===== config.mk =====
export PLATFORM = sky130hd
export DESIGN_NAME = quad_encoder_speed
export DESIGN_NICKNAME = d
export VERILOG_FILES = /design/src/rtl/quad_encoder_speed.sv
export SDC_FILE = /design/constraint.sdc
export NUM_CORES = 1
export LEC_CHECK = 0
export BUFFER_PORTS_ARGS = -buffer_cell sky130_fd_sc_hd__buf_2
export CORE_MARGIN = 5
export CORE_UTILIZATION = 53
export CTS_CLUSTER_DIAMETER = 200
export CTS_CLUSTER_SIZE = 20
export DETAILED_ROUTE_END_ITERATION = 7
export PLACE_DENSITY = 0.76
export SYNTH_ARGS = -nofsm -noshare
export SYNTH_HDL_FRONTEND = slang
export SYNTH_SLANG_ARGS = --single-unit

===== constraint.sdc =====
create_clock -name clk -period 3.1 [get_ports clk]
set_clock_uncertainty 0.1 [all_clocks]
set_input_delay 0.155 -clock clk [delete_from_list [all_inputs] [get_ports clk]]
set_output_delay 0.155 -clock clk [all_outputs]
set_load 0.02 [all_outputs]

===== src/rtl/quad_encoder_speed.sv =====
`default_nettype none
// ============================================================================
// Module : quad_encoder_speed
// Brief  : Encoder pin conditioning, x4 quadrature decode and A-period speed
//          measurement with stall and quadrature-error detection.
// Rev    : 1.0  initial release
// ============================================================================
module quad_encoder_speed #(
  parameter int                    DATA_WIDTH  = 16,
  parameter int                    FILTER_LEN  = 4,
  parameter logic [DATA_WIDTH-1:0] STALL_LIMIT = 16'hFFFF
) (
  input  logic                  clk,
  input  logic                  reset,
  input  logic                  encoder_a,
  input  logic                  encoder_b,
  input  logic                  pos_clear,
  output logic [DATA_WIDTH-1:0] period_speed,
  output logic                  period_valid,
  output logic [1:0]            direction,
  output logic [DATA_WIDTH-1:0] position,
  output logic                  stalled,
  output logic                  quad_error
);

  localparam int                    C_FCW  = 4;
  localparam logic [C_FCW-1:0]      C_FMAX = C_FCW'(FILTER_LEN - 1);
  localparam logic [DATA_WIDTH-1:0] C_ONES = {DATA_WIDTH{1'b1}};

  typedef enum logic [1:0] {
    S_IDLE    = 2'd0,
    S_MEASURE = 2'd1,
    S_STALL   = 2'd2
  } state_t;

  logic [1:0] w_pins;
  logic [1:0] w_cur;

  assign w_pins = {encoder_a, encoder_b};

  // Index 1 is pin A, index 0 is pin B.
  for (genvar gi = 0; gi < 2; gi++) begin : g_pin
    logic             r_s1;
    logic             r_s2;
    logic             r_filt;
    logic [C_FCW-1:0] r_fcnt;

    always_ff @(posedge clk or posedge reset) begin
      if (reset) begin
        r_s1   <= 1'b0;
        r_s2   <= 1'b0;
        r_filt <= 1'b0;
        r_fcnt <= '0;
      end else begin
        r_s1 <= w_pins[gi];
        r_s2 <= r_s1;
        if (r_s2 != r_filt) begin
          if (r_fcnt == C_FMAX) begin
            r_filt <= r_s2;
            r_fcnt <= '0;
          end else begin
            r_fcnt <= r_fcnt + 1'b1;
          end
        end else begin
          r_fcnt <= '0;
        end
      end
    end

    assign w_cur[gi] = r_filt;
  end

  logic [1:0]            r_prev;
  logic                  w_fwd;
  logic                  w_rev;
  logic                  w_jump;
  logic                  w_a_rise;

  always_comb begin
    w_fwd = 1'b0;
    w_rev = 1'b0;
    case ({r_prev, w_cur})
      4'b00_01, 4'b01_11, 4'b11_10, 4'b10_00: w_fwd = 1'b1;
      4'b00_10, 4'b10_11, 4'b11_01, 4'b01_00: w_rev = 1'b1;
      default: ;
    endcase
  end

  assign w_jump   = ((r_prev ^ w_cur) == 2'b11);
  assign w_a_rise = w_cur[1] & ~r_prev[1];

  state_t                r_state;
  state_t                w_next;
  logic [DATA_WIDTH-1:0] r_cnt;
  logic                  w_cnt_clr;
  logic                  w_report;
  logic                  w_stall_enter;

  always_ff @(posedge clk or posedge reset) begin
    if (reset) r_state <= S_IDLE;
    else       r_state <= w_next;
  end

  always_comb begin
    w_next        = r_state;
    w_cnt_clr     = 1'b0;
    w_report      = 1'b0;
    w_stall_enter = 1'b0;
    case (r_state)
      S_IDLE: begin
        if (w_a_rise) begin
          w_next    = S_MEASURE;
          w_cnt_clr = 1'b1;
        end
      end
      S_MEASURE: begin
        // A rise coinciding with the limit still yields a real period.
        if (w_a_rise) begin
          w_report  = 1'b1;
          w_cnt_clr = 1'b1;
        end else if (r_cnt == STALL_LIMIT) begin
          w_next        = S_STALL;
          w_stall_enter = 1'b1;
        end
      end
      S_STALL: begin
        if (w_a_rise) begin
          w_next    = S_MEASURE;
          w_cnt_clr = 1'b1;
        end
      end
      default: w_next = S_IDLE;
    endcase
  end

  logic [DATA_WIDTH-1:0] r_period;
  logic                  r_valid;
  logic [1:0]            r_dir;
  logic [DATA_WIDTH-1:0] r_pos;
  logic                  r_stalled;
  logic                  r_qerr;

  always_ff @(posedge clk or posedge reset) begin
    if (reset) begin
      r_prev    <= 2'b00;
      r_cnt     <= '0;
      r_period  <= '0;
      r_valid   <= 1'b0;
      r_dir     <= 2'b00;
      r_pos     <= '0;
      r_stalled <= 1'b0;
      r_qerr    <= 1'b0;
    end else begin
      r_prev    <= w_cur;
      r_qerr    <= w_jump;
      r_valid   <= w_report | w_stall_enter;
      r_stalled <= (w_next == S_STALL);

      if (w_cnt_clr)                 r_cnt <= '0;
      else if (r_cnt != STALL_LIMIT) r_cnt <= r_cnt + 1'b1;

      if (w_report)           r_period <= (r_cnt == C_ONES) ? r_cnt : r_cnt + 1'b1;
      else if (w_stall_enter) r_period <= STALL_LIMIT;

      if (pos_clear)  r_pos <= '0;
      else if (w_fwd) r_pos <= r_pos + 1'b1;
      else if (w_rev) r_pos <= r_pos - 1'b1;

      if (w_fwd)              r_dir <= 2'b10;
      else if (w_rev)         r_dir <= 2'b01;
      else if (w_stall_enter) r_dir <= 2'b00;
    end
  end

  assign period_speed = r_period;
  assign period_valid = r_valid;
  assign direction    = r_dir;
  assign position     = r_pos;
  assign stalled      = r_stalled;
  assign quad_error   = r_qerr;

endmodule
`default_nettype wire


==> run summary, run 1 <==
Avg WL per Cell - 14.6 um
YS warnings - 0
Worst path slowest cell - dfrtp_1
Post-CTS Hold Buffers - 2
DIE HEIGHT - 94.7 um
Crit path max fanout - 10
Largest stage delay, worst path - 0.46 ns
Post-route ant nets - 0
CTS resizes - 0
Final instance area - 4360 sq um
Final net count - 456
CTS H-tree depth - 3
Endpoints failing hold - 25
Worst-path clk slew - 0.08 ns
Rows - 30
Final Cycle Share - 93.1%
First drt pass iteration count - 4
Initial detailed-routing violation count - 169
Setup violators final - 0
Diodes inserted - 0
CTS Buf Count - 9
Most frequent cells in the layout - dfrtp_1, nor2_1, buf_2
Worst slack at placement - 0.216 ns
Worst Hold Class - in2async
Top FF cell, synth - dfrtp_1
Vias per Instance - 5.55
Worst Max-Slew Pin Slew - 0.895 ns
Critical path type - reg2reg
Core area - 6910 sq um
Pins Over Slew Limit - 0
Syn nets - 404
WP data required - 3.23 ns
Register area share after synthesis - 46.7%
CTS tree - built
I/O pins - 42
Crit path DAT - 3.02 ns
GRT Util Overall - 18.1%
RSZ-0062 raised after global routing - false
Worst Setup Start Kind - flop
Clock sink count - 71
RD Place Congestion - 0.867
Synth unique cells - 57
Commonest non-fill, non-tap cell in the layout - dfrtp_1
Initial antenna violation count - 0
FFs w/ async S/R, synth - 100%
Mean post-synth cell area - 10.0 sq um
Post-route DRC - 0
Final min period - 2.89 ns
Slew HR - 40.4%
Root buf cell - clkbuf_8
Cell Area, Synth - 3800 sq um
CTS Buffer Depth - 2
Share of cells above drive strength 1 - 22.5%
Synth-to-layout area growth - 14.5%
Die ar. - 8970 sq um
Status - finished, violations left
Total wire length - 7.78 mm
Max frequency - 0.347 GHz
Crit end category - flop
Vias in the first global route - 2,772
First-pass GRT wire length - 12.8 mm
Congestion Overflow GR - 0
CP Cell Sequence - xor2_1, nand2_1, buf_4, ha_1, a21oi_1, o211ai_1, nand3_1, or3b_1, mux2i_1, mux2_1
Mapped Cells - 380
Vias after detailed routing - 2,950
Worst skew pair latency - 0.34 ns
Die X - 94.7 um
Initial Util - 55.1%
Setup ws final - 0.214 ns
Violated checks - negative hold slack
Largest net degree at the start of global routing - 72
Register bit count reported by yosys - 71
Hold slack - -0.0526 ns
# port buffers - 41
Post-CTS Setup Inserts - 0
HPWL after DPL - 5.24 mm
Maximum capacitance violations - 0
Number of enable flip-flop cells after synthesis - 0
Post-DP Area - 4140 sq um
Setup TNS Final - 0 ns
-- critical path, delay by kind of cell, from the launching register on --
family	cells	cell delay (ns)
AND/OR/NAND/NOR	3	0.55
multiplexers	2	0.49
flip-flops	1	0.46
AO/OA/AOI/OAI	2	0.44
adder cells (fa/ha/maj)	1	0.37
XOR/XNOR	1	0.19
buffers and inverters	1	0.19
-- state kept, by name, summed over array words and instances (netlist names) --
| register | flops |
|---|---|
| r_state | 2 |
| direction | 2 |
| g_pin.r_filt | 2 |
| position | 16 |
| period_valid | 1 |
| r_cnt | 16 |
| period_speed | 16 |
| g_pin.r_s2 | 2 |
| stalled | 1 |
| r_prev | 2 |
| g_pin.r_s1 | 2 |
| g_pin.r_fcnt | 8 |
| quad_error | 1 |
-- synthesized netlist by cell type (3+ instances only) --
library cell	number	area, sq um
dfrtp_1	71	1780
nor2_1	43	161
nand2_1	31	116
a21oi_1	30	150
nand3_1	19	95.1
ha_1	18	225
xor2_1	13	114
inv_1	12	45.0
xnor2_1	11	96.3
o21ai_0	10	50.1
a21oi_2	9	78.8
nor2_2	9	56.3
a21o_1	8	60.1
nor3_1	7	35.0
clkbuf_1	6	22.5
nand3b_1	6	45.0
nor2b_1	5	31.3
mux2_2	4	45.0
mux2i_1	4	40.0
nand4_1	4	25.0
a31oi_1	3	18.8
and2_1	3	18.8
and3_1	3	18.8
and4_1	3	26.3
buf_2	3	15.0
o211ai_1	3	22.5
xnor2_2	3	48.8
-- worst paths after layout --
check,cells past startpoint,slack (ns),end,from
setup / recovery,10,0.21,position[15]$_DFFE_PP0P_,g_pin[0].r_filt$_DFFE_PP0P_
hold / removal,3,-0.05,period_speed[7]$_DFFE_PP0P_,reset
setup reg to reg,10,0.21,position[15]$_DFFE_PP0P_,g_pin[0].r_filt$_DFFE_PP0P_
hold reg to reg,0,0.26,g_pin[0].r_s2$_DFF_PP0_,g_pin[0].r_s1$_DFF_PP0_
max in group asynchronous,3,2.33,g_pin[0].r_fcnt[3]$_DFF_PP0_,reset
min in group clk,2,0.13,position[4]$_DFFE_PP0P_,pos_clear
-- metrics by stage --
stage                     utilization [%]  cells
after global placement               60.0    515
final                                63.1    532
after CTS                            63.1    532
after detailed placement             60.0    515
after floorplan                         -    380
after global routing                 63.1    532
-- cell type report --
cell class	instances	area (sq um)
multi-input combinational	287	1930
clock buffer	10	138
clock inverter	5	58.8
timing repair buffer	51	285
inverter	12	45.0
tap	96	120
fill	598	2550
sequential	71	1780
-- metal layers --
metal	up-vias	global-route usage, %	wire length (um)
met5	-	0	0
met4	0	6.13	98
met3	11	4.30	490
met2	82	28.5	3590
met1	1409	24.7	3600
li1	1448	-	-
-- kinds of logic (layout without fill, tap and decap cells) --
| group | count (synthesis) | after routing | share of synthesized area (%) |
|---|---|---|---|
| muxes | 9 | 9 | 2.53 |
| DFF | 71 | 71 | 46.7 |
| and+or+nand+nor | 149 | 149 | 20.2 |
| buffers and inverters | 22 | 78 | 2.47 |
| AOI/OAI and AO/OA | 82 | 82 | 14.4 |
| adders and majority gates | 19 | 19 | 6.45 |
| xor gates and xnor gates | 28 | 28 | 7.23 |
Power of run 1 is left out: the tool's default activity adds up to more than one toggle a clock period on the data nets, which glitch-free logic cannot reach.
==> run 2: changes to the inputs <==
==> constraint.sdc (replaced) <==
create_clock -name clk -period 3.1 [get_ports clk]
set_clock_uncertainty 0.1 [all_clocks]
set_input_delay 0.465 -clock clk [delete_from_list [all_inputs] [get_ports clk]]
set_output_delay 0.465 -clock clk [all_outputs]
set_load 0.02 [all_outputs]
==> run summary, run 2 (synthesis results as in run 1) <==
Setup violators final - 0 (unchanged)
Worst skew pair latency - 0.35 ns (about the same)
Worst Max-Slew Pin Slew - 0.665 ns (-0.230 ns)
DIE HEIGHT - 94.7 um (unchanged)
Status - completed
CP Cell Sequence - xor2_1, nand2_1, buf_4, ha_1, and4_1, nand4_1, a21oi_1, or3b_1, mux2i_1, mux2_1
Final Cycle Share - 94.8% (+1.7 points)
Post-CTS Hold Buffers - 0 (-2)
Largest net degree at the start of global routing - 42 (-42%)
Final min period - 2.94 ns (+0.0527 ns)
Vias in the first global route - 2,962 (+6.9%)
RSZ-0062 raised after global routing - false
I/O pins - 42 (unchanged)
Setup TNS Final - 0 ns (unchanged)
Total wire length - 7.73 mm (-0.60%)
Post-DP Area - 4150 sq um (+0.30%)
Final net count - 454 (-0.44%)
Top delay family on crit path - simple AND/OR/NAND/NOR gates
Post-route DRC - 0 (unchanged)
WP data required - 3.23 ns (about the same)
Avg WL per Cell - 14.6 um (-0.42%)
CTS H-tree depth - 3 (unchanged)
Initial detailed-routing violation count - 164 (-3.0%)
Final cell count without fillers - 531 (-0.19%)
# port buffers - 41 (unchanged)
Commonest non-fill, non-tap cell in the layout - dfrtp_1
Initial antenna violation count - 0 (unchanged)
R2r setup slk - 0.16 ns (-0.05 ns)
Worst Setup Start Kind - flop
Crit path max fanout - 9 (-1)
CTS tree - built
Maximum capacitance violations - 0 (unchanged)
CTS Buf Count - 9 (unchanged)
Die ar. - 8970 sq um (unchanged)
Crit end category - flop
First drt pass iteration count - 4 (unchanged)
Utilization after layout - 63.7% (+0.58 points)
Endpoints failing hold - 0 (-100%)
Reg2reg end - position[15]$_DFFE_PP0P_
Vias per Instance - 5.52 (-0.49%)
Critical path type - reg2reg
Vias after detailed routing - 2,930 (-0.68%)
Worst Hold Class - in2async
Most frequent cells in the layout - dfrtp_1, nor2_1, buf_2
Worst reg-to-reg path cell count - 10 (unchanged)
Root buf cell - clkbuf_8
GRT Util Overall - 19.1% (+0.93 points)
First-pass GRT wire length - 13.5 mm (+5.5%)
Core area - 6910 sq um (unchanged)
Crit path DAT - 3.06 ns (+0.04 ns)
Placed cells - 515 (unchanged)
Post-route ant nets - 0 (unchanged)
Congestion Overflow GR - 0 (unchanged)
CTS Buffer Depth - 2 (unchanged)
Final instance area - 4400 sq um (+0.92%)
Share of cells above drive strength 1 - 22.8% (+0.28 points)
Slew HR - 55.6% (+15 points)
HPWL after DPL - 5.41 mm (+3.3%)
Worst path slowest cell - dfrtp_2
Diodes inserted - 0 (unchanged)
Rows - 30 (unchanged)
Synth-to-layout area growth - 15.6%
RD Place Congestion - 0.885 (+2.1%)
Worst Path Buf+Inv - 1 (unchanged)
Worst-path clk slew - 0.09 ns (about the same)
Initial Util - 55.1% (unchanged)
Max frequency - 0.340 GHz (-1.8%)
Critical path depth - 10 (unchanged)
Largest stage delay, worst path - 0.46 ns (about the same)
Die X - 94.7 um (unchanged)
FF-to-FF Start - g_pin[0].r_filt$_DFFE_PP0P_
Clock sink count - 71 (unchanged)
Pins Over Slew Limit - 0 (unchanged)
run 2: changes by cell type in the layout (fill, tap and decap cells not counted), sizes merged:
cell,delta
dlygate4sd3,-2
clkinv,-2
bufinv,+2
clkinvlp,-1
inv,+2
run 2: repair_timing:
| item | 4_1_cts | 5_1_grt |
|---|---|---|
| gates resized for setup | 0 | 1 |
| buffers inserted | 0 | 0 |
| setup endpoints to repair | 0 | 1 |
run 2: worst max path at each step:
stage                                           to  slack (ns)                         from
after global placement    position[15]$_DFFE_PP0P_        0.25  g_pin[0].r_filt$_DFFE_PP0P_
after floorplan           position[15]$_DFFE_PP0P_        0.18  g_pin[1].r_filt$_DFFE_PP0P_
final                     position[15]$_DFFE_PP0P_        0.16  g_pin[0].r_filt$_DFFE_PP0P_
after CTS                 position[15]$_DFFE_PP0P_        0.16  g_pin[0].r_filt$_DFFE_PP0P_
after global routing      position[15]$_DFFE_PP0P_        0.02  g_pin[0].r_filt$_DFFE_PP0P_
after detailed placement  position[15]$_DFFE_PP0P_        0.17  g_pin[0].r_filt$_DFFE_PP0P_
run 2: routing by layer:
layer	part of all wire (%)	track usage (%)	vias up
met5	0	0	-
met4	2.1	8.29	0
met3	5.8	3.67	14
met2	47	30.4	80
met1	45	25.4	1397
li1	-	-	1439
run 2: final cells by class:
| cell class | count | area, sq um |
|---|---|---|
| inverter | 12 | 45.0 |
| clock buffer | 10 | 128 |
| sequential | 71 | 1780 |
| clock inverter | 6 | 115 |
| fill | 582 | 2510 |
| timing repair buffer | 49 | 278 |
| multi-input combinational | 287 | 1930 |
| tap | 96 | 120 |
run 2: metrics by stage:
stage | hold WS, ns | worst slack [ns]
final | 0.104 | 0.161
after global routing | 0.117 | 0.0190
after CTS | 0.112 | 0.155
after detailed placement | 0.237 | 0.174
after global placement | 0.233 | 0.249
after floorplan | 0.231 | 0.177
Power of run 2 is left out for the same reason.
